[config.mk]
export PLATFORM = sky130hd
export DESIGN_NAME = pipe_stage_skid
export DESIGN_NICKNAME = d
export VERILOG_FILES = /design/src/rtl/pipe_stage_skid.sv
export SDC_FILE = /design/constraint.sdc
export NUM_CORES = 1
export LEC_CHECK = 0
export BUFFER_PORTS_ARGS = -buffer_cell sky130_fd_sc_hd__buf_2
export CAP_MARGIN = 20
export CORE_AREA = 4 4 217 219
export CTS_BUF_LIST = sky130_fd_sc_hd__clkbuf_2
export DETAILED_ROUTE_END_ITERATION = 16
export DIE_AREA = 0 0 221 223
export GPL_ROUTABILITY_DRIVEN = 0
export PLACE_DENSITY = 0.61
export SYNTH_ARGS = -nofsm -noshare
export SYNTH_HDL_FRONTEND = slang
export SYNTH_SLANG_ARGS = --single-unit
[constraint.sdc]
create_clock -name clk -period 14.1 [get_ports clk]
set_input_delay 2.115 -clock clk [delete_from_list [all_inputs] [get_ports clk]]
set_output_delay 2.115 -clock clk [all_outputs]
set_load 0.05 [all_outputs]
[src/rtl/pipe_stage_skid.sv]
// -----------------------------------------------------------------------------
// pipe_stage_skid
//   Generic pipeline stage register that moves a datapath payload and its
//   control bundle between two adjacent stages using a valid/ready handshake.
//   Supports stall, flush and bubble insertion. When no entry is presented the
//   control bundle reads as all-zero so the downstream stage sees a NOP.
//   With SKID=1 a 2-entry skid buffer lets in_ready come straight from a flop,
//   which breaks the ready path between stages. With SKID=0 the stage holds a
//   single entry and in_ready is combinational.
//
// Parameters
//   DATA_W  payload width
//   CTRL_W  control-bundle width
//   SKID    1 = 2-entry skid buffer, registered in_ready; 0 = single entry
//
// Ports
//   clk        in   rising-edge clock
//   rst        in   asynchronous reset, active-high
//   in_valid   in   upstream holds a valid payload
//   in_ready   out  stage can accept this cycle
//   in_data    in   upstream payload
//   in_ctrl    in   upstream control bundle
//   flush      in   synchronous kill of every held entry
//   out_valid  out  out_data/out_ctrl are valid
//   out_ready  in   downstream accepts (0 = stall)
//   out_data   out  head-entry payload (holds last value when idle)
//   out_ctrl   out  head-entry control, zero whenever out_valid=0
//   bubble_cnt out  cycles with out_valid=0 since reset, saturating
// -----------------------------------------------------------------------------
`timescale 1ns/1ps

module pipe_stage_skid #(
  parameter int unsigned DATA_W = 140,
  parameter int unsigned CTRL_W = 9,
  parameter int unsigned SKID   = 1
) (
  input  logic              clk,
  input  logic              rst,
  input  logic              in_valid,
  output logic              in_ready,
  input  logic [DATA_W-1:0] in_data,
  input  logic [CTRL_W-1:0] in_ctrl,
  input  logic              flush,
  output logic              out_valid,
  input  logic              out_ready,
  output logic [DATA_W-1:0] out_data,
  output logic [CTRL_W-1:0] out_ctrl,
  output logic [15:0]       bubble_cnt
);

  // Occupancy of the stage: main is the head register, skid the overflow.
  typedef enum logic [1:0] {
    ST_EMPTY = 2'd0,
    ST_ONE   = 2'd1,
    ST_TWO   = 2'd2
  } state_e;

  state_e              state_q, state_d;
  logic                ready_q, ready_d;
  logic                out_valid_q, out_valid_d;
  logic [DATA_W-1:0]   main_data_q, main_data_d;
  logic [CTRL_W-1:0]   main_ctrl_q, main_ctrl_d;
  logic [DATA_W-1:0]   skid_data_q, skid_data_d;
  logic [CTRL_W-1:0]   skid_ctrl_q, skid_ctrl_d;
  logic [15:0]         bubble_cnt_q, bubble_cnt_d;

  logic push;
  logic pop;

  // ready_q is 0 in reset and rises on the first edge after it, so it both
  // blocks input during reset and, in skid mode, is the whole of in_ready.
  // In single-entry mode the head can be replaced in the cycle it is popped.
  assign in_ready = (SKID != 0) ? ready_q
                                : (ready_q & (~out_valid_q | out_ready));

  assign push = in_valid & in_ready;
  assign pop  = out_valid_q & out_ready;

  // Next-state: flush wins over everything and drops any input accepted in
  // the same cycle. The ONE->TWO transition is only reachable with SKID=1,
  // because in single-entry mode a push into a full stage implies a pop.
  always_comb begin
    state_d     = state_q;
    main_data_d = main_data_q;
    main_ctrl_d = main_ctrl_q;
    skid_data_d = skid_data_q;
    skid_ctrl_d = skid_ctrl_q;

    if (flush) begin
      state_d = ST_EMPTY;
    end else begin
      case (state_q)
        ST_EMPTY: begin
          if (push) begin
            state_d     = ST_ONE;
            main_data_d = in_data;
            main_ctrl_d = in_ctrl;
          end
        end
        ST_ONE: begin
          if (push && pop) begin
            main_data_d = in_data;
            main_ctrl_d = in_ctrl;
          end else if (push && !pop) begin
            state_d     = ST_TWO;
            skid_data_d = in_data;
            skid_ctrl_d = in_ctrl;
          end else if (!push && pop) begin
            state_d = ST_EMPTY;
          end
        end
        ST_TWO: begin
          // in_ready is low here, so only a pop can happen; the overflow
          // entry slides into the head on the same edge.
          if (pop) begin
            state_d     = ST_ONE;
            main_data_d = skid_data_q;
            main_ctrl_d = skid_ctrl_q;
          end
        end
        default: begin
          state_d = ST_EMPTY;
        end
      endcase
    end

    ready_d     = (state_d != ST_TWO);
    out_valid_d = (state_d != ST_EMPTY);
  end

  // Bubble counter counts idle output cycles and sticks at all-ones.
  always_comb begin
    bubble_cnt_d = bubble_cnt_q;
    if (!out_valid_q && (bubble_cnt_q != 16'hFFFF)) begin
      bubble_cnt_d = bubble_cnt_q + 16'd1;
    end
  end

  always_ff @(posedge clk or posedge rst) begin
    if (rst) begin
      state_q      <= ST_EMPTY;
      ready_q      <= 1'b0;
      out_valid_q  <= 1'b0;
      main_data_q  <= '0;
      main_ctrl_q  <= '0;
      skid_data_q  <= '0;
      skid_ctrl_q  <= '0;
      bubble_cnt_q <= 16'd0;
    end else begin
      state_q      <= state_d;
      ready_q      <= ready_d;
      out_valid_q  <= out_valid_d;
      main_data_q  <= main_data_d;
      main_ctrl_q  <= main_ctrl_d;
      skid_data_q  <= skid_data_d;
      skid_ctrl_q  <= skid_ctrl_d;
      bubble_cnt_q <= bubble_cnt_d;
    end
  end

  // Idle output presents a NOP control bundle; the payload simply holds.
  assign out_valid  = out_valid_q;
  assign out_data   = main_data_q;
  assign out_ctrl   = out_valid_q ? main_ctrl_q : '0;
  assign bubble_cnt = bubble_cnt_q;

endmodule
==> results.cfg, run 1 <==
[run_status]
run_status = completed

[clock_network]
clock_sink_count = 318
tritoncts = built
cts_buffers = 88
worst_setup_hold_path_clk_slew_ns = 0.09
cts.path.max_buffers = 3
cts-htree-levels = 3
clkLatencyLatePin_ns = 0.98
post-cts-setup-buffer-count = 0
cts_root_buffer = sky130_fd_sc_hd__clkbuf_2
cts_resized = 0
cts_hold_buffers = 0

[drt]
initial_drc_count = 294
wl_per_cell_um = 15.6
vias = 9275
detail-route-antenna-nets = 0
drcViolationCount = 0
avgViaCountPerCell = 4.45
route.final.wire_length_um = 32600
detail_route.first_pass.iterations = 5

[sta]
final_max_slew_viol_count = 0
final.setup_skew_ns = 0.0554
rsz0062_at_grt = false
clock.fmax_mhz = 229
timing_worst_slew_pin_value_ns = 1.02
finalSetupViolCount = 0
finalWorstSetupSlack_ns = 9.74
setup_tns_ns = 0
final_min_period_over_clock_period_pct = 30.9
post-route-min-period_ns = 4.36
worst_slew_margin_rel_pct = 31.8
final-hold-violation-count = 0

[floorplanning]
core_area_um2 = 45100
floorplan.initialDensity_pct = 29.8
top_level_ports = 321
die-width_um = 221
die_h_um = 223
fp-row-count = 78
dieArea_um2 = 49300

[finish]
fillerInstances = 4612
layout_common_cells = sky130_fd_sc_hd__buf_2, sky130_fd_sc_hd__dfrtp_1, sky130_fd_sc_hd__nand2_1
design.final.nets = 1579
syn2layout_area_growth_pct = 20.9
post_route_cells_drive_above_1_share_pct = 42.0
layout_commonest_cell = sky130_fd_sc_hd__buf_2

[synth]
post-synth-top-area-fraction_pct = 59.3
mappedNetlistArea_um2 = 13400
cell_accounting_for_the_most_synthesized_area = sky130_fd_sc_hd__dfrtp_1
post_synth_num_cell_types = 36
post_synth_main_area_contributors = sky130_fd_sc_hd__dfrtp_1, sky130_fd_sc_hd__mux2_2, sky130_fd_sc_hd__mux2i_1
synth_seq_area_share_pct = 59.3
yosysWarningCount = 0
synth_nets = 1225
synthCells = 1070
synth-seq-cells = 318
synth_area_per_cell_um2 = 12.5

[setup_path]
worstPathCellList = and2_1, buf_2
startpoint_type = flop
setup.worst_path.class = reg2out
cpPeakStageDelay_ns = 0.77
cp_top_family = flip-flops
worstReg2RegEnd = out_data[123]
ff2ff_path_depth = 5
highest_fanout_seen_on_the_critical_path = 17
worstPathArrival_ns = 2.24
cp_num_buf_inv = 1
timing.critical_path.required_ns = 11.98
critical_path.slowest_cell = sky130_fd_sc_hd__dfrtp_1
timing.reg2reg.setup_slack_ns = 10.62
crit_start = out_valid
reg2reg_from = out_valid
worst_setup_path_end_kind = output pin

[power_and_ir_drop]
power.density_nw_per_um2 = 241
standby_leakage_power_nw = 8.85
worst_ir_drop_vdd_mv = 0.141

[grt]
vias_in_the_first_global_route = 9756
groute.layer.met3.usage_pct = 5.86
top_usage_layer = met2
gr-usage-all-layers_pct = 13.3
global_route_wire_length_before_repair_um = 52900
grt.met1_usage_pct = 16.3
grt_max_degree = 125
total_grt_overflow = 0
grt_antenna_before_repair = 4
grtUsageMet2_pct = 20.0

[min_path]
holdCritStartpoint = out_data[116]
whs_path_depth = 2
hold-path-endpoint = out_data[116]
path_type_of_the_worst_min_delay_path = reg2reg

[place]
post-dp-hpwl_um = 21600
preCtsSetupSlack_ns = 9.00
port-buffer-count = 320

[flow_run]
maxCapViolCount = 0
-- cell families after synthesis --
kind of cell | Yosys count | synth area share (%)
xor+xnor | 8 | 0.522
flops | 318 | 59.3
simple gates | 202 | 6.51
buf+inv | 71 | 3.12
compound gates | 166 | 6.32
mux | 304 | 24.1
fa+ha+maj | 1 | 0.0933
-- worst max-delay path by stage --
stage                    endpoint  slack [ns]  cells past startpoint
floorplan           bubble_cnt[0]        3.19                      1
global placement    out_data[123]        9.10                      6
detailed placement  out_data[128]        9.00                      6
CTS                   out_ctrl[3]        9.44                      2
global route          out_ctrl[5]        9.40                      2
finish                out_ctrl[3]        9.74                      2
-- worst min-delay path: stages (launching register included) --
cell and delay (ns):
sky130_fd_sc_hd__dfrtp_1 0.35, sky130_fd_sc_hd__nand2_1 0.04, sky130_fd_sc_hd__o21ai_0 0.06
-- flip-flops by register name, summed over array words and instances, names as in the netlist --
| register | flops |
|---|---|
| out_data | 140 |
| skid_data_q | 140 |
| skid_ctrl_q | 9 |
| state_q | 2 |
| main_ctrl_q | 9 |
| bubble_cnt | 16 |
| out_valid | 1 |
| in_ready | 1 |
-- final cells by class --
class	count	area (µm²)	area share, %
Antenna cell	2	5.00	0.0309
Clock buffer	126	631	3.89
Clock inverter	21	108	0.664
Inverter	4	22.5	0.139
Multi-Input combinational cell	681	5050	31.2
Sequential cell	318	7960	49.1
Tap cell	600	751	4.63
Timing Repair Buffer	331	1680	10.4
-- stage by stage --
stage          instances  power [W]  area [µm²]  util, %  hold slack, ns
2_1_floorplan       1070    0.00289       13400        -           0.442
3_3_place_gp        1934    0.00327       15500     34.3           0.461
3_5_place_dp        1934    0.00332       15500     34.3           0.465
4_1_cts             2081    0.00398       16200     35.9           0.487
5_1_grt             2082    0.00418       16200     36.0           0.508
6_report            2083    0.00390       16200     36.0           0.479
-- Yosys cell counts --
library cell	instances
sky130_fd_sc_hd__a2111o_1	1
sky130_fd_sc_hd__a211oi_1	1
sky130_fd_sc_hd__a21o_1	1
sky130_fd_sc_hd__a21oi_1	11
sky130_fd_sc_hd__a2bb2oi_1	1
sky130_fd_sc_hd__and2_1	9
sky130_fd_sc_hd__and3_1	4
sky130_fd_sc_hd__and4b_1	1
sky130_fd_sc_hd__buf_1	3
sky130_fd_sc_hd__buf_2	31
sky130_fd_sc_hd__buf_6	15
sky130_fd_sc_hd__clkbuf_1	18
sky130_fd_sc_hd__dfrtp_1	318
sky130_fd_sc_hd__ha_1	1
sky130_fd_sc_hd__inv_1	4
sky130_fd_sc_hd__mux2_2	153
sky130_fd_sc_hd__mux2i_1	151
sky130_fd_sc_hd__nand2_1	159
sky130_fd_sc_hd__nand2b_1	3
sky130_fd_sc_hd__nand3_1	7
sky130_fd_sc_hd__nand4_1	2
sky130_fd_sc_hd__nand4b_1	1
sky130_fd_sc_hd__nor2_1	6
sky130_fd_sc_hd__nor2b_1	1
sky130_fd_sc_hd__nor3_1	2
sky130_fd_sc_hd__nor3b_1	1
sky130_fd_sc_hd__nor4_4	1
sky130_fd_sc_hd__nor4b_2	1
sky130_fd_sc_hd__o21ai_0	30
sky130_fd_sc_hd__o21ai_1	120
sky130_fd_sc_hd__o31ai_1	1
sky130_fd_sc_hd__or2_2	1
sky130_fd_sc_hd__or3_1	2
sky130_fd_sc_hd__or3b_2	1
sky130_fd_sc_hd__xnor2_1	5
sky130_fd_sc_hd__xor2_1	3
-- where the power goes --
part           internal, W  total (W)  switching, W
clock network     0.000254   0.000629      0.000375
logic             0.000490    0.00169       0.00120
registers          0.00135    0.00159      0.000235
total              0.00209    0.00390       0.00181
-- layer usage --
layer	vias up	wire (µm)
li1	4491	-
met1	4430	13900
met2	284	14800
met3	64	2830
met4	6	975
met5	-	40
Power figures use the tool's default switching activity.
==> inputs of run 2 (changes only) <==
--- a/config.mk
+++ b/config.mk
@@ -5,12 +5,13 @@
 export SDC_FILE = /design/constraint.sdc
 export NUM_CORES = 1
 export LEC_CHECK = 0
+export ABC_AREA = 1
 export BUFFER_PORTS_ARGS = -buffer_cell sky130_fd_sc_hd__buf_2
 export CAP_MARGIN = 20
-export CORE_AREA = 4 4 217 219
+export CORE_AREA = 4 4 223 225
 export CTS_BUF_LIST = sky130_fd_sc_hd__clkbuf_2
 export DETAILED_ROUTE_END_ITERATION = 16
-export DIE_AREA = 0 0 221 223
+export DIE_AREA = 0 0 227 229
 export GPL_ROUTABILITY_DRIVEN = 0
 export PLACE_DENSITY = 0.61
 export SYNTH_ARGS = -nofsm -noshare
==> constraint.sdc (replaced) <==
create_clock -name clk -period 4.25 [get_ports clk]
set_input_delay 0.6375 -clock clk [delete_from_list [all_inputs] [get_ports clk]]
set_output_delay 0.6375 -clock clk [all_outputs]
set_load 0.05 [all_outputs]
==> run 2 against run 1 <==
Against the previous run: hold slack lost 0.20 ns; register-to-register slack got worse by 8.9 ns; sequential cell count unchanged; die area rose by 5.5%; clock skew grew 0.011 ns; clock-buffer cell count is 6 lower; power rose to 3.0 times the previous value; non-clock buffer count increased by 162; via count is 39% higher; clock power grew to 3.8 times the previous value; cell area is 16% higher; critical path type unchanged.
==> results.cfg, run 2 <==
[sta]
final_min_period_over_clock_period_pct = 68.2
finalSetupViolCount = 0
hold_slack_ns = 0.281
final-hold-violation-count = 0
worst_slew_margin_rel_pct = 33.5
timing_worst_slew_pin_value_ns = 0.997
final_max_slew_viol_count = 0
post-route-min-period_ns = 2.90
final.setup_skew_ns = 0.0669
clock.fmax_mhz = 345
rsz0062_at_grt = false

[power_and_ir_drop]
pwr-share-comb_pct = 38.3
power_switching_w = 0.00542
p_int_w = 0.00646
share_seq_of_total_power_pct = 41.7
switching_share_pct = 45.6
worst_ir_drop_vdd_mv = 0.351
power.density_nw_per_um2 = 632
standby_leakage_power_nw = 9.96
clock_power_share_pct = 20.0

[synth]
cell_accounting_for_the_most_synthesized_area = sky130_fd_sc_hd__dfrtp_1
synth_nets = 1935
asr_flop_ratio_synth_pct = 100
synth-compound-area-share_pct = 16.0
synth_seq_area_share_pct = 56.0
yosys_most_used_dff = sky130_fd_sc_hd__dfrtp_1
synth-seq-cells = 318
synth.mux.area_fraction_pct = 0
synth_area_per_cell_um2 = 7.98
synth_edf_count = 0
synthCells = 1780
post_synth_main_area_contributors = sky130_fd_sc_hd__dfrtp_1, sky130_fd_sc_hd__o21ai_0, sky130_fd_sc_hd__nand2_1
synth_most_common_cell = sky130_fd_sc_hd__nand2_1
main_combinational_cell_family_by_area_after_synthesis = compound AO/OA/AOI/OAI gates
post_synth_num_cell_types = 19
yosys.area_share.adder_pct = 0.0880
post_synth_xor_area_fraction_pct = 0.493
area_share_of_and_or_nand_nor_cells_after_synthesis_pct = 15.4
synth_common_cells = sky130_fd_sc_hd__nand2_1, sky130_fd_sc_hd__o21ai_0, sky130_fd_sc_hd__inv_1
yosysWarningCount = 0
mappedNetlistArea_um2 = 14200
post-synth-top-area-fraction_pct = 56.0

[setup_path]
startpoint_type = flop
worstPathArrival_ns = 2.26
worst_setup_path_end_kind = output pin
setup.worst_path.class = reg2out
critical_path.slowest_cell = sky130_fd_sc_hd__dfrtp_1
timing.critical_path.required_ns = 3.61
highest_fanout_seen_on_the_critical_path = 13
cpPeakStageDelay_ns = 0.72
worstPathCellList = nand2_1, inv_1, buf_2

[floorplanning]
top_level_ports = 321
floorplan.initialDensity_pct = 29.9
die_h_um = 229
dieArea_um2 = 52000
core_area_um2 = 47500
fp-row-count = 80
die-width_um = 227

[drt]
route.final.wire_length_um = 38500
avgViaCountPerCell = 4.37
initial_drc_count = 677
vias = 12907
detail_route.first_pass.iterations = 6
detail-route-antenna-nets = 0
wl_per_cell_um = 13.1
drcViolationCount = 0

[clock_network]
clock_sink_count = 318
cts.path.max_buffers = 3
cts-htree-levels = 3
cts_resized = 0
cts_root_buffer = sky130_fd_sc_hd__clkbuf_2
clkLatencyLatePin_ns = 1.03
post-cts-setup-buffer-count = 0
worst_setup_hold_path_clk_slew_ns = 0.09
cts_buffers = 90
tritoncts = built
cts_hold_buffers = 153

[finish]
layout_commonest_cell = sky130_fd_sc_hd__nand2_1
syn2layout_area_growth_pct = 32.2
fillerInstances = 4805
layout_common_cells = sky130_fd_sc_hd__nand2_1, sky130_fd_sc_hd__o21ai_0, sky130_fd_sc_hd__inv_1
ff_latch_area_um2 = 7960
multi_input_area_um2 = 4560
post_route_cells_drive_above_1_share_pct = 20.6
utilization_pct = 39.5
design.final.nets = 2421

[grt]
grt_antenna_before_repair = 1
vias_in_the_first_global_route = 12922
gr-usage-all-layers_pct = 14.9
total_grt_overflow = 0
global_route_wire_length_before_repair_um = 64000
grt_max_degree = 162

[place]
port-buffer-count = 320
post-dp-hpwl_um = 24500

[min_path]
path_type_of_the_worst_min_delay_path = in2async

[flow_run]
maxCapViolCount = 0

[run_status]
run_status = completed
[run 2: cell count changes in the layout (fill, tap and decap cells not counted), sizes merged, moves of 4 or more]
cell	previous run	this run
mux2	153	0
and3	4	0
dlygate4sd3	0	153
and2	9	0
buf	331	340
clkbuf	126	120
nor2	6	71
inv	5	328
clkinv	19	34
nand2	159	488
o21ai	150	399
mux2i	151	0
a21oi	11	55
[run 2: metrics by stage]
step	total power, W	cells	setup WS, ns	setup TNS, ns	area [µm²]
2_1_floorplan	0.00825	1780	-0.626	-199.17	14200
3_3_place_gp	0.00934	2636	1.67	0	16400
3_5_place_dp	0.00946	2636	1.65	0	16400
4_1_cts	0.0121	2951	0.984	0	18800
5_1_grt	0.0128	2952	1.00	0	18800
6_report	0.0119	2952	1.35	0	18800
[run 2: worst paths after layout]
kind	from	end	slack [ns]	cells past startpoint
hold reg to reg	skid_data_q[28]	skid_data_q[28]	0.49	2
max in group asynchronous	rst	skid_data_q[16]	2.92	4
setup / recovery	out_valid	out_ctrl[0]	1.35	3
setup reg to reg	out_valid	out_data[40]	1.70	6
min in group clk	in_data[96]	skid_data_q[96]	0.39	4
hold / removal	rst	skid_data_q[84]	0.28	3
[run 2: cell families (layout without fill, tap and decap cells)]
group,Yosys count,in the layout
xor+xnor,8,8
other cells,0,1
flops,318,318
fa+ha+maj,1,1
buf+inv,426,982
simple gates,572,572
compound gates,455,455
[run 2: power by group through the flow]
stage          clock (W)  combinational [W]  sequential [W]
2_1_floorplan          0            0.00148         0.00678
3_3_place_gp           0            0.00438         0.00496
3_5_place_dp           0            0.00447         0.00499
4_1_cts          0.00252            0.00459         0.00495
5_1_grt          0.00269            0.00499         0.00511
6_report         0.00238            0.00455         0.00495
[run 2: routing by layer]
layer	vias up	GRT usage, %	part of all wire, %
met5	-	0	0
met4	0	5.82	2.5
met3	71	4.30	7.0
met2	400	24.1	47
met1	5952	18.8	44
li1	6484	-	-
[run 2: worst max-delay path, delay by kind of cell (launching register included)]
family,cells,cell delay [ns]
flops,1,0.72
buf+inv,2,0.38
simple gates,1,0.17
[run 2: cell type report]
| type | instances | share of cell area, % |
|---|---|---|
| clock inverter | 42 | 1.50 |
| timing repair buffer | 493 | 18.0 |
| antenna | 1 | 0.0133 |
| multi-input combinational | 1036 | 24.3 |
| sequential | 318 | 42.3 |
| tap | 615 | 4.10 |
| inverter | 327 | 6.57 |
| clock buffer | 120 | 3.20 |
==> inputs of run 3 (changes only) <==
==> constraint.sdc (replaced) <==
create_clock -name clk -period 2.82 [get_ports clk]
set_input_delay 0.423 -clock clk [delete_from_list [all_inputs] [get_ports clk]]
set_output_delay 0.423 -clock clk [all_outputs]
set_load 0.05 [all_outputs]
==> run 3 against run 2 <==
Against the previous run: utilization increased by 0.17 points; clock power up 33%; worst setup slack got worse by 0.96 ns; via count is 1.0% higher; combinational power increased by 51%; sequential cell count unchanged; power grew 47%; sequential power up 51%; largest cell class unchanged.
==> results.cfg, run 3 (synthesis gave the netlist of run 2 again) <==
[floorplanning]
dieArea_um2 = 52000
core_area_um2 = 47500
die-width_um = 227
fp-row-count = 80
floorplan.initialDensity_pct = 29.9
top_level_ports = 321
die_h_um = 229

[min_path]
path_type_of_the_worst_min_delay_path = in2reg
whs_path_depth = 4

[sta]
final.setup_skew_ns = 0.0762
post-route-min-period_ns = 2.43
hold_slack_ns = 0.203
rsz0062_at_grt = false
worst_slew_margin_rel_pct = 31.6
final_min_period_over_clock_period_pct = 86.0
clock.fmax_mhz = 412
timing_worst_slew_pin_value_ns = 1.03
final-hold-violation-count = 0
finalSetupViolCount = 0
final_max_slew_viol_count = 0

[setup_path]
worst_setup_path_end_kind = output pin
startpoint_type = flop
timing.critical_path.required_ns = 2.40
highest_fanout_seen_on_the_critical_path = 13
setup.worst_path.class = reg2out
ff2ff_path_depth = 8
worstPathArrival_ns = 2.00

[place]
post-dp-hpwl_um = 24000
port-buffer-count = 320
dpl.cell_count = 2637

[drt]
initial_drc_count = 823
avgViaCountPerCell = 4.40
wl_per_cell_um = 13.1
drcViolationCount = 0
detail-route-antenna-nets = 0
detail_route.first_pass.iterations = 5
vias = 13039
route.final.wire_length_um = 38700

[power_and_ir_drop]
total_power_w = 0.0175
standby_leakage_power_nw = 10.0
worst_ir_drop_vdd_mv = 0.565
power.density_nw_per_um2 = 928

[finish]
design.final.nets = 2443
final_cells = 2964
layout_commonest_cell = sky130_fd_sc_hd__nand2_1
layout_common_cells = sky130_fd_sc_hd__nand2_1, sky130_fd_sc_hd__o21ai_0, sky130_fd_sc_hd__inv_1
syn2layout_area_growth_pct = 32.8
post_route_cells_drive_above_1_share_pct = 20.6

[grt]
grt_antenna_before_repair = 2
gr-usage-all-layers_pct = 14.7
grt_max_degree = 161
total_grt_overflow = 0
vias_in_the_first_global_route = 12915
global_route_wire_length_before_repair_um = 63400

[clock_network]
clock_sink_count = 318
clkLatencyLatePin_ns = 1.03
cts_resized = 0
cts.path.max_buffers = 3
cts-htree-levels = 3
cts_buffers = 89
cts_root_buffer = sky130_fd_sc_hd__clkbuf_2
worst_setup_hold_path_clk_slew_ns = 0.08
tritoncts = built

[flow_run]
maxCapViolCount = 0

[run_status]
run_status = completed
[run 3: cell types whose count changed in the layout (fill, tap and decap cells not counted), sizes merged]
cell         previous run  this run
clkinv                 34        16
dlygate4sd3           153       175
inv                   328       329
buf                   340       341
clkinvlp                3         2
diode                   1         4
bufinv                  4         0
clkbuf                120       128
[run 3: where the power goes]
part	internal [W]	total, W	switching (W)
registers	0.00644	0.00745	0.00102
clock network	0.00121	0.00317	0.00196
logic	0.00178	0.00689	0.00511
total	0.00942	0.0175	0.00809
[run 3: routing by layer]
| metal | global-route usage, % | vias to the layer above | wire length [µm] | share of wire, % |
|---|---|---|---|---|
| met1 | 18.3 | 6062 | 16900 | 44 |
| li1 | - | 6520 | - | - |
| met3 | 4.51 | 90 | 2500 | 6.4 |
| met5 | 0 | - | 0 | 0 |
| met2 | 24.2 | 367 | 18300 | 47 |
| met4 | 5.33 | 0 | 1090 | 2.8 |
[run 3: cell type report]
class	instances	area, µm²
Fill cell	4827	28700
Sequential cell	318	7960
Multi-Input combinational cell	1036	4560
Timing Repair Buffer	516	3610
Inverter	327	1230
Tap cell	615	769
Clock buffer	128	641
Clock inverter	20	87.6
Antenna cell	4	10.0
[run 3: worst max-delay path, stage by stage, from the launching register on]
cell                      delay [ns]
sky130_fd_sc_hd__dfrtp_1        0.32
sky130_fd_sc_hd__buf_4          0.22
sky130_fd_sc_hd__nand2_1        0.10
sky130_fd_sc_hd__inv_1          0.07
sky130_fd_sc_hd__buf_2          0.29
[run 3: through the flow]
step	utilization [%]	TNS [ns]	cell area, µm²	worst slack [ns]
4_1_cts	39.7	0	18900	0.122
5_1_grt	39.7	0	18900	0.0554
3_5_place_dp	34.5	0	16400	0.853
2_1_floorplan	-	-585.70	14200	-1.84
6_report	39.7	0	18900	0.395
3_3_place_gp	34.5	0	16400	0.927
[run 3: worst paths after layout]
path,from,end,slack [ns]
max,out_valid,out_ctrl[0],0.39
min,in_data[102],skid_data_q[102],0.20
max reg2reg,out_valid,state_q[0],0.57
min reg2reg,skid_data_q[66],skid_data_q[66],0.49
max in group asynchronous,rst,skid_data_q[22],1.29
min in group asynchronous,rst,skid_data_q[112],0.62
[run 3: what timing repair did]
item,4_1_cts,5_1_grt
setup buffers,0,0
hold endpoints to repair,620,0
hold buffers,175,0
